**src/rtl/ula_muldiv.sv**
```systemverilog
// ula_muldiv: iterative unsigned multiply / divide unit for the ALU.
// Multiply is shift-add and divide is restoring. Each produces one bit per
// cycle, so an operation takes TAM cycles. A divide by zero finishes after
// a single cycle.
//
// Ports:
//   CLK              clock; all state changes on its rising edge
//   RST_N            asynchronous active-low reset
//   A_ULA            multiplicand / dividend (TAM bits)
//   B_ULA            multiplier / divisor (TAM bits)
//   MD_start         start request; accepted in IDLE or DONE only
//   MD_op            0 = unsigned multiply, 1 = unsigned divide
//   MD_busy          high while iterating (RUN)
//   MD_done          one-cycle pulse; results are valid from this cycle on
//   MD_hi            product high half / remainder
//   MD_lo            product low half / quotient
//   MD_div0          divide-by-zero flag; held until the next accepted start
module ula_muldiv #(
  parameter int TAM = 16
) (
  input  logic           CLK,
  input  logic           RST_N,
  input  logic [TAM-1:0] A_ULA,
  input  logic [TAM-1:0] B_ULA,
  input  logic           MD_start,
  input  logic           MD_op,
  output logic           MD_busy,
  output logic           MD_done,
  output logic [TAM-1:0] MD_hi,
  output logic [TAM-1:0] MD_lo,
  output logic           MD_div0
);

  localparam int CW = $clog2(TAM + 1);

  typedef enum logic [1:0] {
    IDLE = 2'd0,
    RUN  = 2'd1,
    DONE = 2'd2
  } state_t;

  state_t         state_r, state_nx_s;
  logic [CW-1:0]  cnt_r;
  logic [TAM-1:0] a_r, b_r;
  logic           op_r;
  logic [TAM-1:0] work_hi_r, work_lo_r;
  logic [TAM-1:0] hi_r, lo_r;
  logic           div0_r, busy_r, done_r;
  logic           busy_nx_s, done_nx_s;
  logic           accept_s, last_s, b_zero_s;
  logic [TAM:0]   mul_sum_s, div_shift_s, div_diff_s;
  logic [TAM-1:0] step_hi_s, step_lo_s;

  assign accept_s = MD_start && ((state_r == IDLE) || (state_r == DONE));
  assign last_s   = (cnt_r == CW'(TAM - 1));
  assign b_zero_s = (b_r == {TAM{1'b0}});

  // State register.
  always_ff @(posedge CLK or negedge RST_N) begin
    if (!RST_N) begin
      state_r <= IDLE;
    end else begin
      state_r <= state_nx_s;
    end
  end

  // Next-state logic.
  always_comb begin
    state_nx_s = IDLE;
    case (state_r)
      IDLE: begin
        if (MD_start) state_nx_s = RUN;
        else          state_nx_s = IDLE;
      end
      RUN: begin
        // A zero divisor skips the iterations entirely.
        if (op_r && b_zero_s) state_nx_s = DONE;
        else if (last_s)      state_nx_s = DONE;
        else                  state_nx_s = RUN;
      end
      DONE: begin
        // A start in the DONE cycle chains straight into the next operation.
        if (MD_start) state_nx_s = RUN;
        else          state_nx_s = IDLE;
      end
      default: state_nx_s = IDLE;
    endcase
  end

  // Output decode. The flags are registered, so they follow the next state.
  always_comb begin
    busy_nx_s = 1'b0;
    done_nx_s = 1'b0;
    case (state_nx_s)
      RUN:     busy_nx_s = 1'b1;
      DONE:    done_nx_s = 1'b1;
      default: begin
        busy_nx_s = 1'b0;
        done_nx_s = 1'b0;
      end
    endcase
  end

  // Status flag registers.
  always_ff @(posedge CLK or negedge RST_N) begin
    if (!RST_N) begin
      busy_r <= 1'b0;
      done_r <= 1'b0;
    end else begin
      busy_r <= busy_nx_s;
      done_r <= done_nx_s;
    end
  end

  // One iteration step, shared by both algorithms.
  // Multiply: {work_hi, work_lo} is the partial product, and work_lo starts
  //   as the multiplier. Each step adds A when the LSB is set, then shifts
  //   the whole pair right. The carry of the add comes back in at the top.
  // Divide: work_hi is the partial remainder and work_lo starts as the
  //   dividend. Each step shifts one dividend bit into the remainder and
  //   tries to subtract B. A clear sign bit means the subtraction fits.
  always_comb begin
    mul_sum_s   = {1'b0, work_hi_r} + (work_lo_r[0] ? {1'b0, a_r} : {(TAM+1){1'b0}});
    div_shift_s = {work_hi_r, work_lo_r[TAM-1]};
    div_diff_s  = div_shift_s - {1'b0, b_r};
    if (op_r == 1'b0) begin
      step_hi_s = mul_sum_s[TAM:1];
      step_lo_s = {mul_sum_s[0], work_lo_r[TAM-1:1]};
    end else if (div_diff_s[TAM] == 1'b0) begin
      step_hi_s = div_diff_s[TAM-1:0];
      step_lo_s = {work_lo_r[TAM-2:0], 1'b1};
    end else begin
      step_hi_s = div_shift_s[TAM-1:0];
      step_lo_s = {work_lo_r[TAM-2:0], 1'b0};
    end
  end

  // Operand capture, iteration, and result load on entry to DONE.
  always_ff @(posedge CLK or negedge RST_N) begin
    if (!RST_N) begin
      a_r       <= {TAM{1'b0}};
      b_r       <= {TAM{1'b0}};
      op_r      <= 1'b0;
      cnt_r     <= {CW{1'b0}};
      work_hi_r <= {TAM{1'b0}};
      work_lo_r <= {TAM{1'b0}};
      hi_r      <= {TAM{1'b0}};
      lo_r      <= {TAM{1'b0}};
      div0_r    <= 1'b0;
    end else if (accept_s) begin
      a_r       <= A_ULA;
      b_r       <= B_ULA;
      op_r      <= MD_op;
      cnt_r     <= {CW{1'b0}};
      work_hi_r <= {TAM{1'b0}};
      work_lo_r <= MD_op ? A_ULA : B_ULA;
      div0_r    <= 1'b0;
    end else if (state_r == RUN) begin
      if (op_r && b_zero_s) begin
        hi_r   <= a_r;
        lo_r   <= {TAM{1'b1}};
        div0_r <= 1'b1;
      end else begin
        work_hi_r <= step_hi_s;
        work_lo_r <= step_lo_s;
        cnt_r     <= cnt_r + CW'(1);
        if (last_s) begin
          hi_r <= step_hi_s;
          lo_r <= step_lo_s;
        end
      end
    end
  end

  assign MD_busy = busy_r;
  assign MD_done = done_r;
  assign MD_hi   = hi_r;
  assign MD_lo   = lo_r;
  assign MD_div0 = div0_r;

endmodule

```
**config.mk**
```make
export PLATFORM = sky130hd
export DESIGN_NAME = ula_muldiv
export DESIGN_NICKNAME = d
export VERILOG_FILES = /design/src/rtl/ula_muldiv.sv
export SDC_FILE = /design/constraint.sdc
export NUM_CORES = 1
export LEC_CHECK = 0
export ABC_AREA = 1
export BUFFER_PORTS_ARGS = -buffer_cell sky130_fd_sc_hd__buf_2
export CAP_MARGIN = 20
export CORE_UTILIZATION = 30
export DETAILED_ROUTE_END_ITERATION = 8
export GPL_TIMING_DRIVEN = 1
export PLACE_DENSITY_LB_ADDON = 0.1
export SLEW_MARGIN = 20
export SYNTH_ARGS = -nofsm -noshare
export SYNTH_HDL_FRONTEND = slang
export SYNTH_SLANG_ARGS = --single-unit
```
**constraint.sdc**
```tcl
create_clock -name CLK -period 7.05 [get_ports CLK]
set_input_delay 1.0575 -clock CLK [delete_from_list [all_inputs] [get_ports CLK]]
set_output_delay 1.0575 -clock CLK [all_outputs]
set_load 0.02 [all_outputs]
```
; ---- Yosys cells after proc, flatten, opt, wreduce, memory -nomap -nowiden
; Index checks and enable logic that the tools add are counted.
[word_totals]
reg_bits = 107
wordCells = 62
output_inout_bits = 35
[op_classes]
eq_ne = 6
n_reduce_logical = 12
addsub = 3
muxes = 28
bitwise = 1
[ops]
columns = op, count
row1 = 2-to-1 mux 16 bit, 15
row2 = adder 16 x 16 -> 17 bit, 1
row3 = subtractor 17 x 16 -> 17 bit, 1
row4 = zero test 16 bit, 1
row5 = 2-to-1 mux 5 bit, 3
row6 = 2-to-1 mux 1 bit, 7
row7 = nonzero test 2 bit, 3
row8 = "adder 5 x 1 -> 5 bit, second input constant", 1
row9 = "== test 5 x 4 -> 1 bit, second input constant", 1
row10 = "== test 2 x 1 -> 1 bit, second input constant", 2
row11 = "== test 2 bit, second input constant", 2
row12 = 2-to-1 mux 2 bit, 2
row13 = one-hot mux 2 bit (2 select lines), 1
row14 = AND reduction 2 bit, 2
row15 = AND reduction 3 bit, 1
row16 = logical AND 1 bit, 2
row17 = zero test 2 bit, 1
row18 = "!= test 2 bit, second input constant", 1
row19 = OR reduction 2 bit, 1
row20 = logical OR 1 bit, 1
row21 = NOT 1 bit, 1

; ---- Depth between registers and ports, before layout
; Gate-level depths: netlist of run 1.
[depth]
ltp_word = 6
mapped_depth = 19

; ---- Worst setup path after synthesis of run 1
; No wires, ideal clock.
[synth_path]
path_kind = register to register
startpoint = register work_lo_r[0]
endpoint = register hi_r[13] (netlist: MD_hi[13])
required_ps = 6934
path_slack_ps = 4754
synth_period_minus_slack_ps = 2296
arrival_ps = 2179
path_stages_with_launch = 18
cell_sequence = dfrtp_1 -> clkbuf_1 -> clkbuf_1 -> nand2_1 -> inv_1 -> ha_1 -> fa_1 -> nand3_1 -> nand2_1 -> inv_1 -> o21ai_1 -> nand3_1 -> nand2_1 -> nand2_1 -> nand3_1 -> nand3_1 -> nand2_1 -> nand2_1
[synth_via]
elab_chain_len = 5
[synth_lines]
columns = element, line_no
row1 = start: declaration, 46  ; logic [TAM-1:0] work_hi_r, work_lo_r;
row2 = start signal: assignment, 146  ; work_lo_r <= {TAM{1'b0}};
row3 = start signal: assignment, 156  ; work_lo_r <= MD_op ? A_ULA : B_ULA;
row4 = start signal: assignment, 165  ; work_lo_r <= step_lo_s;
row5 = 2-to-1 mux 16 bit, 123  ; mul_sum_s = {1'b0, work_hi_r} + (work_lo_r[0] ? {1'b0, a_r} : {(TAM+1){1'b0}});
row6 = adder 16 x 16 -> 17 bit, 123
row7 = 2-to-1 mux 16 bit, 126  ; if (op_r == 1'b0) begin
row8 = 2-to-1 mux 16 bit, 167  ; if (last_s) begin
row9 = 2-to-1 mux 16 bit, 159  ; if (op_r && b_zero_s) begin
row10 = end signal: assignment, 147  ; hi_r <= {TAM{1'b0}};
row11 = end signal: assignment, 160  ; hi_r <= a_r;
row12 = end signal: assignment, 168  ; hi_r <= step_hi_s;
row13 = end: declaration, 47  ; logic [TAM-1:0] hi_r, lo_r;
; Every way passes these cells. The select of a mux whose other input is x is not followed.
; A chain may end at the register's enable or synchronous reset.

; ---- Worst setup path after layout of run 1
[layout_path]
startpoint = register b_r[0]
endpoint = register work_lo_r[0]
[layout_via]
elab_chain_len = 6
elab_cells_between_ends = 10
classes_between = add/sub (1) / eq/ne (1) / mux (5) / reduce/logical (3)
[layout_lines]
columns = element, line_no
row1 = start: declaration, 44  ; logic [TAM-1:0] a_r, b_r;
row2 = start signal: assignment, 142  ; b_r <= {TAM{1'b0}};
row3 = subtractor 17 x 16 -> 17 bit, 125  ; div_diff_s = div_shift_s - {1'b0, b_r};
row4 = 2-to-1 mux 1 bit, 129  ; end else if (div_diff_s[TAM] == 1'b0) begin
row5 = 2-to-1 mux 16 bit, 126
row6 = 2-to-1 mux 16 bit, 159
row7 = 2-to-1 mux 16 bit, 158  ; end else if (state_r == RUN) begin
row8 = 2-to-1 mux 16 bit, 150  ; end else if (accept_s) begin
; Several ways; a longest one is shown, not always the timed one. The select of a mux whose other input is x is not followed.

==> impl_metrics.json, run 1 <==
{
  "status": "finished clean",
  "synth_flop_cell": "dfrtp_1",
  "rsz0062_at_grt": "false",
  "startpoint": "b_r[0]$_DFFE_PN0P_",
  "finClkSkew_ns": 0.0140,
  "syn_inst": 1037,
  "synth_xor_area_share_pct": 1.12,
  "wl_microns": 23600,
  "startpoint_type": "flip-flop",
  "p_int_mw": 2.12,
  "synth.area.mux_share_pct": 0,
  "tightest_slew_ns": 0.793,
  "worst-path-max-fanout": 34,
  "r2r_start": "b_r[0]$_DFFE_PN0P_",
  "num_rows": 55,
  "slew_headroom_pct": 47.2,
  "tns_ns": 0,
  "post_synth_num_cell_types": 38,
  "clk_path_buf_depth": 2,
  "min_from": "MD_hi[12]$_DFFE_PN0P_",
  "root_buffer": "clkbuf_16",
  "path_clk_slew_ns": 0.09,
  "critical_path_required_ns": 7.35,
  "min_period_ns": 3.15,
  "synth_top_family_by_area": "simple AND/OR/NAND/NOR gates",
  "cts_setup_buffers": 0,
  "postSynth.asyncResetShare_pct": 100,
  "finalCritPeriodShare_pct": 44.7,
  "vias": 6647,
  "cp_cell_sequence": "nor2_1 -> nand4_1 -> nor4_1 -> nand2_1 -> nand2_2 -> nand2_2 -> inv_2 -> nand2_1 -> nand3_1",
  "p_clk_share_pct": 11.8,
  "hold_class": "reg2reg",
  "pwr-share-seq_pct": 24.7,
  "synth_fa_ha_area_share_pct": 6.59,
  "dp_hpwl_microns": 18200,
  "worst_path_max_delay_cell": "nand2_2",
  "initial_core_util_pct": 30.9,
  "worstSetupPathType": "reg2reg",
  "track_usage_pct": 20.4,
  "ys_seq_elements": 107,
  "drt_iter0_drc": 414,
  "max_freq_mhz": 317,
  "cts_tree": "done",
  "critPathArrivalTime_ns": 3.45,
  "synth-simple-area-share_pct": 30.2,
  "fin_nets": 1160,
  "max_stage_delay_ns": 0.53,
  "fillCellCount": 2612,
  "drive_above_1_share_pct": 10.8,
  "clock-sinks": 107,
  "path_buf_inv": 1,
  "vias_per_cell": 4.73,
  "vdd_drop_max_uv": 182,
  "cp_top_family": "simple AND/OR/NAND/NOR gates",
  "antenna_found_initial": 0,
  "cts_max_level": 3,
  "fp.dieW_microns": 155,
  "area_delta_synth_final_pct": 13.1,
  "cts_hold_buf": 0,
  "yosys_warnings": 0,
  "dieArea_sq_um": 24200,
  "power_frac_comb_pct": 63.5,
  "syn_nets": 1109,
  "antenna_left": 0,
  "coreArea_sq_um": 22800,
  "grt_pass1_vias": 6381,
  "port-buffer-count": 70,
  "diodes": 0,
  "synth_compound_area_share_pct": 13.6,
  "dr.pass1.iters": 5,
  "grt_pass1_wl_microns": 37300,
  "ys_seq_area_share_pct": 37.9,
  "slew_violations": 0,
  "finalHoldViolations": 0,
  "insertion_delay_ns": 0.37,
  "end_kind": "flip-flop",
  "power.density_nw_per_um2": 569,
  "final-setup-viol-count": 0,
  "grt_max_degree": 70,
  "swShare_pct": 53.4,
  "syn_area_per_cell_sq_um": 6.81,
  "p_leak_nw": 4.57,
  "io_pins": 71,
  "drcViolationCount": 0,
  "die_h_microns": 155,
  "hold_ws_ns": 0.478,
  "p_switching_mw": 2.43,
  "cts_resized": 0,
  "max_cap_viol_count": 0,
  "drt-wirelength-per-cell_microns": 16.8,
  "syn_area_sq_um": 7060,
  "synth_edf_count": 0,
  "grt.overflow.total": 0,
  "cts_buffers": 9,
  "gp_congestion": 0.826
}
-- kinds of logic (layout without fill, tap and decap cells) --
group | Yosys count | after routing
AOI/OAI and AO/OA | 175 | 175
buffers and inverters | 191 | 247
adders and majority gates | 36 | 36
DFF | 107 | 107
xor gates and xnor gates | 9 | 9
and+or+nand+nor | 519 | 519
-- cells in the mapped netlist (all sizes together) (5+ instances only) --
cell	n	area (sq um)
nand4	6	37.5
nand2	386	1470
clkbuf	23	86.3
o21ai	97	485
ha	34	425
nor3	7	35.0
o221ai	7	61.3
nand3b	5	37.5
xor2	6	52.6
inv	155	582
nand3	63	320
nor2	46	173
a21oi	60	334
dfrtp	107	2680
buf	11	71.3
-- power groups by stage --
stage | Combinational (mW) | Clock (mW) | Sequential [mW]
final | 2.88 | 0.536 | 1.12
after global routing | 3.30 | 0.575 | 1.16
after CTS | 2.92 | 0.552 | 1.12
after detailed placement | 2.90 | 0 | 1.13
after global placement | 2.91 | 0 | 1.14
after floorplan | 2.05 | 0 | 1.15
-- cell usage in the layout (no fill, tap or decap), types with 2 or more instances in the layout --
master and count:
inv_8 3, o21ai_0 79, o221ai_1 7, nor2_1 46
nand2_4 2, a21oi_2 9, a21oi_1 51, a21o_1 3
buf_4 5, o21bai_1 2, xnor2_1 3, o22ai_1 2
and2_1 2, xor2_1 6, nand2_2 4, dfrtp_1 107
ha_1 34, inv_1 145, o21a_1 2, nand3b_1 5
inv_2 10, nand3_1 62, clkbuf_16 9, nand2_1 380
clkinv_1 2, o21ai_1 18, buf_2 69, nor3_1 7
nand4_1 6, fa_1 2
-- final timing paths --
kind                       slack (ns)                         to  cells past startpoint
setup reg to reg                 3.90   work_lo_r[0]$_DFFE_PN0P_                      9
min in group asynchronous        0.75  work_hi_r[13]$_DFFE_PN0P_                      1
setup / recovery                 3.90   work_lo_r[0]$_DFFE_PN0P_                      9
max in group asynchronous        5.05        a_r[13]$_DFFE_PN0P_                      2
hold reg to reg                  0.48      MD_hi[12]$_DFFE_PN0P_                      2
hold / removal                   0.48      MD_hi[12]$_DFFE_PN0P_                      2
-- cell type report --
| class | count | area, sq um | area share, % |
|---|---|---|---|
| clock inverters | 6 | 66.3 | 0.831 |
| clock buffers | 10 | 239 | 2.99 |
| well taps | 313 | 392 | 4.91 |
| inverters | 157 | 589 | 7.38 |
| flip-flops and latches | 107 | 2680 | 33.5 |
| multi-input cells | 739 | 3640 | 45.6 |
| repair buffers | 74 | 383 | 4.80 |
-- layer usage --
metal / global-route usage [%] / up-vias / share of wire (%)
met5: 0 / - / 0
met4: 5.00 / 0 / 1.7
met3: 2.34 / 20 / 3.2
met2: 32.4 / 132 / 45
met1: 29.4 / 3118 / 50
li1: - / 3377 / -
-- registers in the layout, summed over array words and instances, names as in the netlist --
signal	flops
MD_busy	1
MD_div0	1
MD_done	1
MD_hi	16
MD_lo	16
a_r	16
b_r	16
cnt_r	5
op_r	1
state_r	2
work_hi_r	16
work_lo_r	16
-- worst min-delay path, delay by kind of cell (launching register included) --
kind / cells / cell delay (ns)
flops: 1 / 0.34
simple gates: 2 / 0.10
-- per-stage QoR --
step | cell area [sq um] | total power [mW] | cells | utilization (%) | worst slack (ns)
detailed placement | 7680 | 4.03 | 1390 | 33.6 | 3.85
CTS | 7980 | 4.59 | 1406 | 34.9 | 3.81
finish | 7980 | 4.54 | 1406 | 34.9 | 3.90
global placement | 7680 | 4.05 | 1390 | 33.6 | 3.95
floorplan | 7060 | 3.21 | 1037 | - | 4.75
global route | 7980 | 5.03 | 1406 | 34.9 | 3.58
Note: power is estimated with default switching activity, not from simulation.
==> run 2, diff against run 1 <==
--- a/config.mk
+++ b/config.mk
@@ -5,7 +5,7 @@
 export SDC_FILE = /design/constraint.sdc
 export NUM_CORES = 1
 export LEC_CHECK = 0
-export ABC_AREA = 1
+export ABC_AREA = 0
 export BUFFER_PORTS_ARGS = -buffer_cell sky130_fd_sc_hd__buf_2
 export CAP_MARGIN = 20
 export CORE_UTILIZATION = 30
==> constraint.sdc (replaced) <==
create_clock -name CLK -period 3.2 [get_ports CLK]
set_input_delay 0.48 -clock CLK [delete_from_list [all_inputs] [get_ports CLK]]
set_output_delay 0.48 -clock CLK [all_outputs]
set_load 0.02 [all_outputs]
==> run 2 against run 1 <==
Net effect: worst hold slack lost 0.35 ns; synthesized cell count fell by 31%; largest power group unchanged; clock skew shrank 0.0049 ns; setup slack worse by 3.8 ns.
==> impl_metrics.json, run 2 <==
{
  "status": "finished clean",
  "initial_core_util_pct": 30.7,
  "synth_commonest_cells": "107 x dfrtp_1, 102 x nand2_1, 50 x a21oi_1, 50 x nor2_1, 47 x o21ai_0",
  "max_freq_mhz": 327,
  "fillCellCount": 2169,
  "hold_class": "in2async",
  "diodes": 0,
  "rsz0062_at_grt": "true",
  "min_period_ns": 3.05,
  "syn_nets": 792,
  "vdd_drop_max_uv": 348,
  "layoutNonFillerInstCount": 1064,
  "slew_violations": 0,
  "syn_inst": 720,
  "critPathArrivalTime_ns": 3.28,
  "finalCritPeriodShare_pct": 95.4,
  "clock-sinks": 107,
  "vias": 5651,
  "cts_max_level": 3,
  "cts_hold_buf": 0,
  "grt_pass1_vias": 5716,
  "gp_congestion": 0.856,
  "track_usage_pct": 19.0,
  "ys_seq_elements": 107,
  "coreArea_sq_um": 21200,
  "final_cell_mix": "106 x dfrtp_1, 102 x nand2_1, 69 x buf_2",
  "startpoint": "work_lo_r[15]$_DFFE_PN0P_",
  "critical_path_required_ns": 3.43,
  "synth_flop_cell": "dfrtp_1",
  "cts_tree": "done",
  "final-setup-viol-count": 0,
  "num_rows": 53,
  "tightest_slew_ns": 1.08,
  "drive_above_1_share_pct": 17.2,
  "r2r_cells": 12,
  "ys_seq_area_share_pct": 41.2,
  "dr.pass1.iters": 5,
  "syn_area_sq_um": 6500,
  "path_clk_slew_ns": 0.08,
  "max_cap_viol_count": 0,
  "fin_nets": 857,
  "power.total_mw": 9.78,
  "end_kind": "flip-flop",
  "worst-path-max-fanout": 7,
  "postPlaceCellArea_sq_um": 7240,
  "r2r_start": "work_lo_r[15]$_DFFE_PN0P_",
  "power.density_nw_per_um2": 1300,
  "placedCellCount": 1049,
  "clk_path_buf_depth": 2,
  "grt_max_degree": 49,
  "synth_top_cell_by_area": "dfrtp_1",
  "grt_pass1_wl_microns": 31900,
  "final_area_sq_um": 7550,
  "startpoint_type": "flip-flop",
  "root_buffer": "clkbuf_16",
  "finalHoldViolations": 0,
  "dp_hpwl_microns": 15400,
  "yosys_warnings": 0,
  "pre_cts_ws_ns": 0.0968,
  "p_leak_nw": 3.50,
  "synth_top_area_share_pct": 41.2,
  "syn_area_per_cell_sq_um": 9.02,
  "postSynth.asyncResetShare_pct": 100,
  "dieArea_sq_um": 22300,
  "synth_most_common_cell": "dfrtp_1",
  "drt-wirelength-per-cell_microns": 19.3,
  "cts_setup_buffers": 0,
  "die_h_microns": 149,
  "wl_microns": 20500,
  "antenna_left": 0,
  "hold_ws_ns": 0.125,
  "drt_iter0_drc": 307,
  "insertion_delay_ns": 0.36,
  "port-buffer-count": 70,
  "area_delta_synth_final_pct": 16.3,
  "synth_edf_count": 0,
  "mostFrequentLayoutCell": "dfrtp_1",
  "drcViolationCount": 0,
  "antenna_found_initial": 0,
  "layout_setup_ws_ns": 0.146,
  "io_pins": 71,
  "fp.dieW_microns": 149,
  "grt.overflow.total": 0,
  "finClkSkew_ns": 0.00908,
  "post_synth_num_cell_types": 60,
  "slew_headroom_pct": 28.1,
  "worstSetupPathType": "reg2reg",
  "cts_buffers": 9,
  "r2r_setup_slack_ns": 0.15,
  "synthTopCellsByArea": "dfrtp_1 41%, ha_1 6.5%, nand2_1 5.9%, mux2i_1 5.4%, a21oi_1 3.9%",
  "r2r_end": "MD_hi[1]$_DFFE_PN0P_",
  "vias_per_cell": 5.31
}
## run 2: changes by cell type in the layout (fill, tap and decap cells not counted), sizes merged, moves of 7 or more
cell / delta
a211oi: +17
a21o: +8
a32oi: +14
and2: +15
buf: +19
inv: -133
mux2: +7
mux2i: +35
nand2: -284
nand2b: +7
nand3: -43
o21ai: -22
xnor2: +11
## run 2: worst max-delay path: stages (launching register included)
cell,delay [ns]
dfrtp_1,0.38
inv_1,0.06
ha_1,0.15
inv_1,0.06
fa_1,0.42
a211oi_2,0.24
o21ai_2,0.14
o21a_2,0.25
o311ai_4,0.33
or2_4,0.25
mux2_1,0.34
a21oi_1,0.20
o21ai_1,0.09
## run 2: cell families (layout without fill, tap and decap cells)
kind of cell    Yosys count  count (layout)  synth area share (%)
flops                   107             107                  41.2
fa+ha+maj                36              36                  7.16
compound gates          212             212                  21.4
simple gates            234             234                  16.3
buf+inv                  64             133                  3.89
mux                      42              42                  6.66
xor+xnor                 25              25                  3.37
## run 2: worst max-delay path by stage
| stage | slack (ns) | to | depth (start not counted) |
|---|---|---|---|
| after floorplan | 0.32 | work_hi_r[1]$_DFFE_PN0P_ | 12 |
| after global placement | 0.20 | MD_hi[1]$_DFFE_PN0P_ | 12 |
| after detailed placement | 0.1 | MD_hi[1]$_DFFE_PN0P_ | 12 |
| after CTS | 0.08 | MD_hi[1]$_DFFE_PN0P_ | 12 |
| after global routing | -0.01 | MD_hi[1]$_DFFE_PN0P_ | 12 |
| final | 0.15 | MD_hi[1]$_DFFE_PN0P_ | 12 |
## run 2: per-stage QoR
step,utilization (%),setup TNS [ns]
after floorplan,-,0
after global placement,34.2,0
after detailed placement,34.2,0
after CTS,35.7,0
after global routing,35.7,-0.00980
final,35.7,0
## run 2: layer usage
layer | up-vias | part of all wire [%] | track usage [%]
met5 | - | 0 | 0
met2 | 126 | 47 | 30.9
met4 | 0 | 1.6 | 6.17
li1 | 2710 | - | -
met3 | 23 | 3.2 | 1.74
met1 | 2792 | 48 | 26.3
## run 2: cell type report
cell class                      count  area [sq um]  share of cell area, %
Tap cell                          275           344                   4.56
Inverter                           25          93.8                   1.24
Sequential cell                   107          2680                   35.5
Clock inverter                      4          58.8                  0.779
Timing Repair Buffer               93           538                   7.12
Clock buffer                       11           243                   3.21
Multi-Input combinational cell    549          3600                   47.6
## run 2: power by group
group / switching [mW] / internal [mW] / total, mW
Sequential: 0.588 / 2.00 / 2.59
Clock: 0.542 / 0.636 / 1.18
Combinational: 3.60 / 2.42 / 6.02
Total: 4.73 / 5.05 / 9.78
## run 2: timing repair
| action | in CTS | in global routing |
|---|---|---|
| endpoints found under the hold margin | 0 | 0 |
| setup endpoints to repair | 0 | 10 |
| gates resized for setup | 0 | 2 |
==> run 3, diff against run 2 <==
==> constraint.sdc (replaced) <==
create_clock -name CLK -period 2.4 [get_ports CLK]
set_input_delay 0.36 -clock CLK [delete_from_list [all_inputs] [get_ports CLK]]
set_output_delay 0.36 -clock CLK [all_outputs]
set_load 0.02 [all_outputs]
==> run 3 against run 2 <==
Net effect: the flow now finishes with violations (negative setup slack); highest routed layer unchanged; sequential cell count did not move; clock skew fell by 0.00070 ns; die area did not move; sequential share of layout area fell by 6.7 points; critical path depth did not move; final cell count rose by 14%; wire length rose by 13%; power rose by 71%; combinational power rose by 94%; design area rose by 23%.
==> impl_metrics.json, run 3 (synthesis results as in run 2) <==
{
  "io_pins": 71,
  "hold_class": "in2async",
  "fp.dieW_microns": 149,
  "path_buf_inv": 3,
  "insertion_delay_ns": 0.37,
  "power_frac_comb_pct": 70.0,
  "cts_buffers": 9,
  "slew_violations": 0,
  "track_usage_pct": 21.7,
  "crit_top_cell": "inv_2",
  "final-setup-viol-count": 34,
  "clk_path_buf_depth": 2,
  "pwr-share-seq_pct": 20.4,
  "wl_microns": 23200,
  "swShare_pct": 45.0,
  "startpoint": "work_lo_r[15]$_DFFE_PN0P_",
  "fin_nets": 1002,
  "diodes": 0,
  "antenna_found_initial": 0,
  "max_stage_delay_ns": 0.39,
  "end_kind": "flip-flop",
  "initial_core_util_pct": 30.7,
  "drive_above_1_share_pct": 37.2,
  "clock-sinks": 107,
  "max_cap_viol_count": 0,
  "worstSetupPathType": "reg2reg",
  "finalHoldViolations": 0,
  "vias_per_cell": 5.11,
  "drt-wirelength-per-cell_microns": 19.2,
  "gp_congestion": 0.873,
  "layoutNonFillerInstCount": 1210,
  "cp_cell_sequence": "inv_2 -> ha_4 -> inv_2 -> fa_2 -> a211oi_2 -> o21ai_2 -> o21a_2 -> o311ai_4 -> or2_4 -> buf_6 -> a21oi_2 -> a221o_1",
  "power.total_mw": 16.7,
  "placedCellCount": 1174,
  "layout_setup_ws_ns": -0.411,
  "startpoint_type": "flip-flop",
  "die_h_microns": 149,
  "grt_pass1_vias": 6400,
  "max_freq_mhz": 356,
  "cts_hold_buf": 0,
  "path_clk_slew_ns": 0.08,
  "coreArea_sq_um": 21200,
  "num_rows": 53,
  "critPathArrivalTime_ns": 3.06,
  "hold_ws_ns": 0.0239,
  "tns_ns": -11.65,
  "cts_tree": "done",
  "min_period_ns": 2.81,
  "status": "finished with violations",
  "critical_path_required_ns": 2.64,
  "p_clk_share_pct": 9.6,
  "p_leak_nw": 4.39,
  "rsz0062_at_grt": "true",
  "finClkSkew_ns": 0.00838,
  "grt_pass1_wl_microns": 36100,
  "dieArea_sq_um": 22300,
  "finalCritPeriodShare_pct": 117,
  "power.density_nw_per_um2": 1790,
  "drcViolationCount": 0,
  "final_cell_mix": "139 x buf_4, 106 x dfrtp_1, 102 x nand2_1",
  "area_delta_synth_final_pct": 43.4,
  "worst-path-max-fanout": 7,
  "p_switching_mw": 7.51,
  "mostFrequentLayoutCell": "buf_4",
  "vdd_drop_max_uv": 613,
  "dr.pass1.iters": 4,
  "fillCellCount": 2068,
  "grt.overflow.total": 0,
  "r2r_start": "work_lo_r[15]$_DFFE_PN0P_",
  "vias": 6178,
  "antenna_left": 0,
  "cts_max_level": 3,
  "cp_top_family": "compound AO/OA/AOI/OAI gates",
  "slew_headroom_pct": 48.0,
  "tightest_slew_ns": 0.780,
  "p_int_mw": 9.18,
  "violations": "negative setup slack",
  "root_buffer": "clkbuf_16",
  "port-buffer-count": 70,
  "final_core_util_pct": 44.0,
  "drt_iter0_drc": 329,
  "grt_max_degree": 49,
  "dp_hpwl_microns": 17000,
  "worst_path_max_delay_cell": "dfrtp_1"
}
-- run 3: final cells by class --
| cell class | count | area, sq um | share of cell area [%] |
|---|---|---|---|
| Timing Repair Buffer | 238 | 1930 | 20.7 |
| Inverter | 25 | 93.8 | 1.01 |
| Clock inverter | 6 | 71.3 | 0.766 |
| Clock buffer | 10 | 239 | 2.57 |
| Sequential cell | 107 | 2680 | 28.8 |
| Tap cell | 275 | 344 | 3.69 |
| Multi-Input combinational cell | 549 | 3960 | 42.5 |
-- run 3: metal layers --
| layer | track usage, % | routed length, microns | vias to the layer above |
|---|---|---|---|
| li1 | - | - | 3008 |
| met1 | 29.7 | 11000 | 3033 |
| met2 | 36.1 | 11200 | 123 |
| met3 | 2.54 | 812 | 14 |
| met4 | 5.82 | 249 | 0 |
| met5 | 0 | 0 | - |
-- run 3: worst paths after layout --
| kind | end | slack, ns | cells past startpoint |
|---|---|---|---|
| worst max-delay path | work_lo_r[0]$_DFFE_PN0P_ | -0.41 | 12 |
| worst min-delay path | MD_hi[11]$_DFFE_PN0P_ | 0.02 | 1 |
| worst max register to register | work_lo_r[0]$_DFFE_PN0P_ | -0.41 | 12 |
| worst min register to register | MD_hi[13]$_DFFE_PN0P_ | 0.50 | 2 |
| max in group asynchronous | op_r$_DFFE_PN0P_ | 1.68 | 2 |
| min in group CLK | b_r[0]$_DFFE_PN0P_ | 0.20 | 3 |
-- run 3: repair_timing --
item                                    in CTS  in global routing
pin swaps                                   27                 10
buffers inserted                             8                  7
gates resized for setup                     59                 39
endpoints found under the setup margin      53                 69
cloned                                       5                  2
-- run 3: per-stage QoR --
step | cell area, sq um | setup slack [ns]
3_3_place_gp | 8310 | -0.554
2_1_floorplan | 6550 | -0.311
6_report | 9320 | -0.411
5_1_grt | 9320 | -0.588
4_1_cts | 9080 | -0.424
3_5_place_dp | 8310 | -0.604
-- run 3: power groups by stage --
| stage | logic, mW | clock network [mW] | registers (mW) |
|---|---|---|---|
| finish | 11.7 | 1.60 | 3.41 |
| global route | 12.7 | 1.69 | 3.48 |
| CTS | 11.2 | 1.63 | 3.38 |
| detailed placement | 10.1 | 0 | 3.39 |
| global placement | 10.0 | 0 | 3.40 |
| floorplan | 5.86 | 0 | 3.47 |
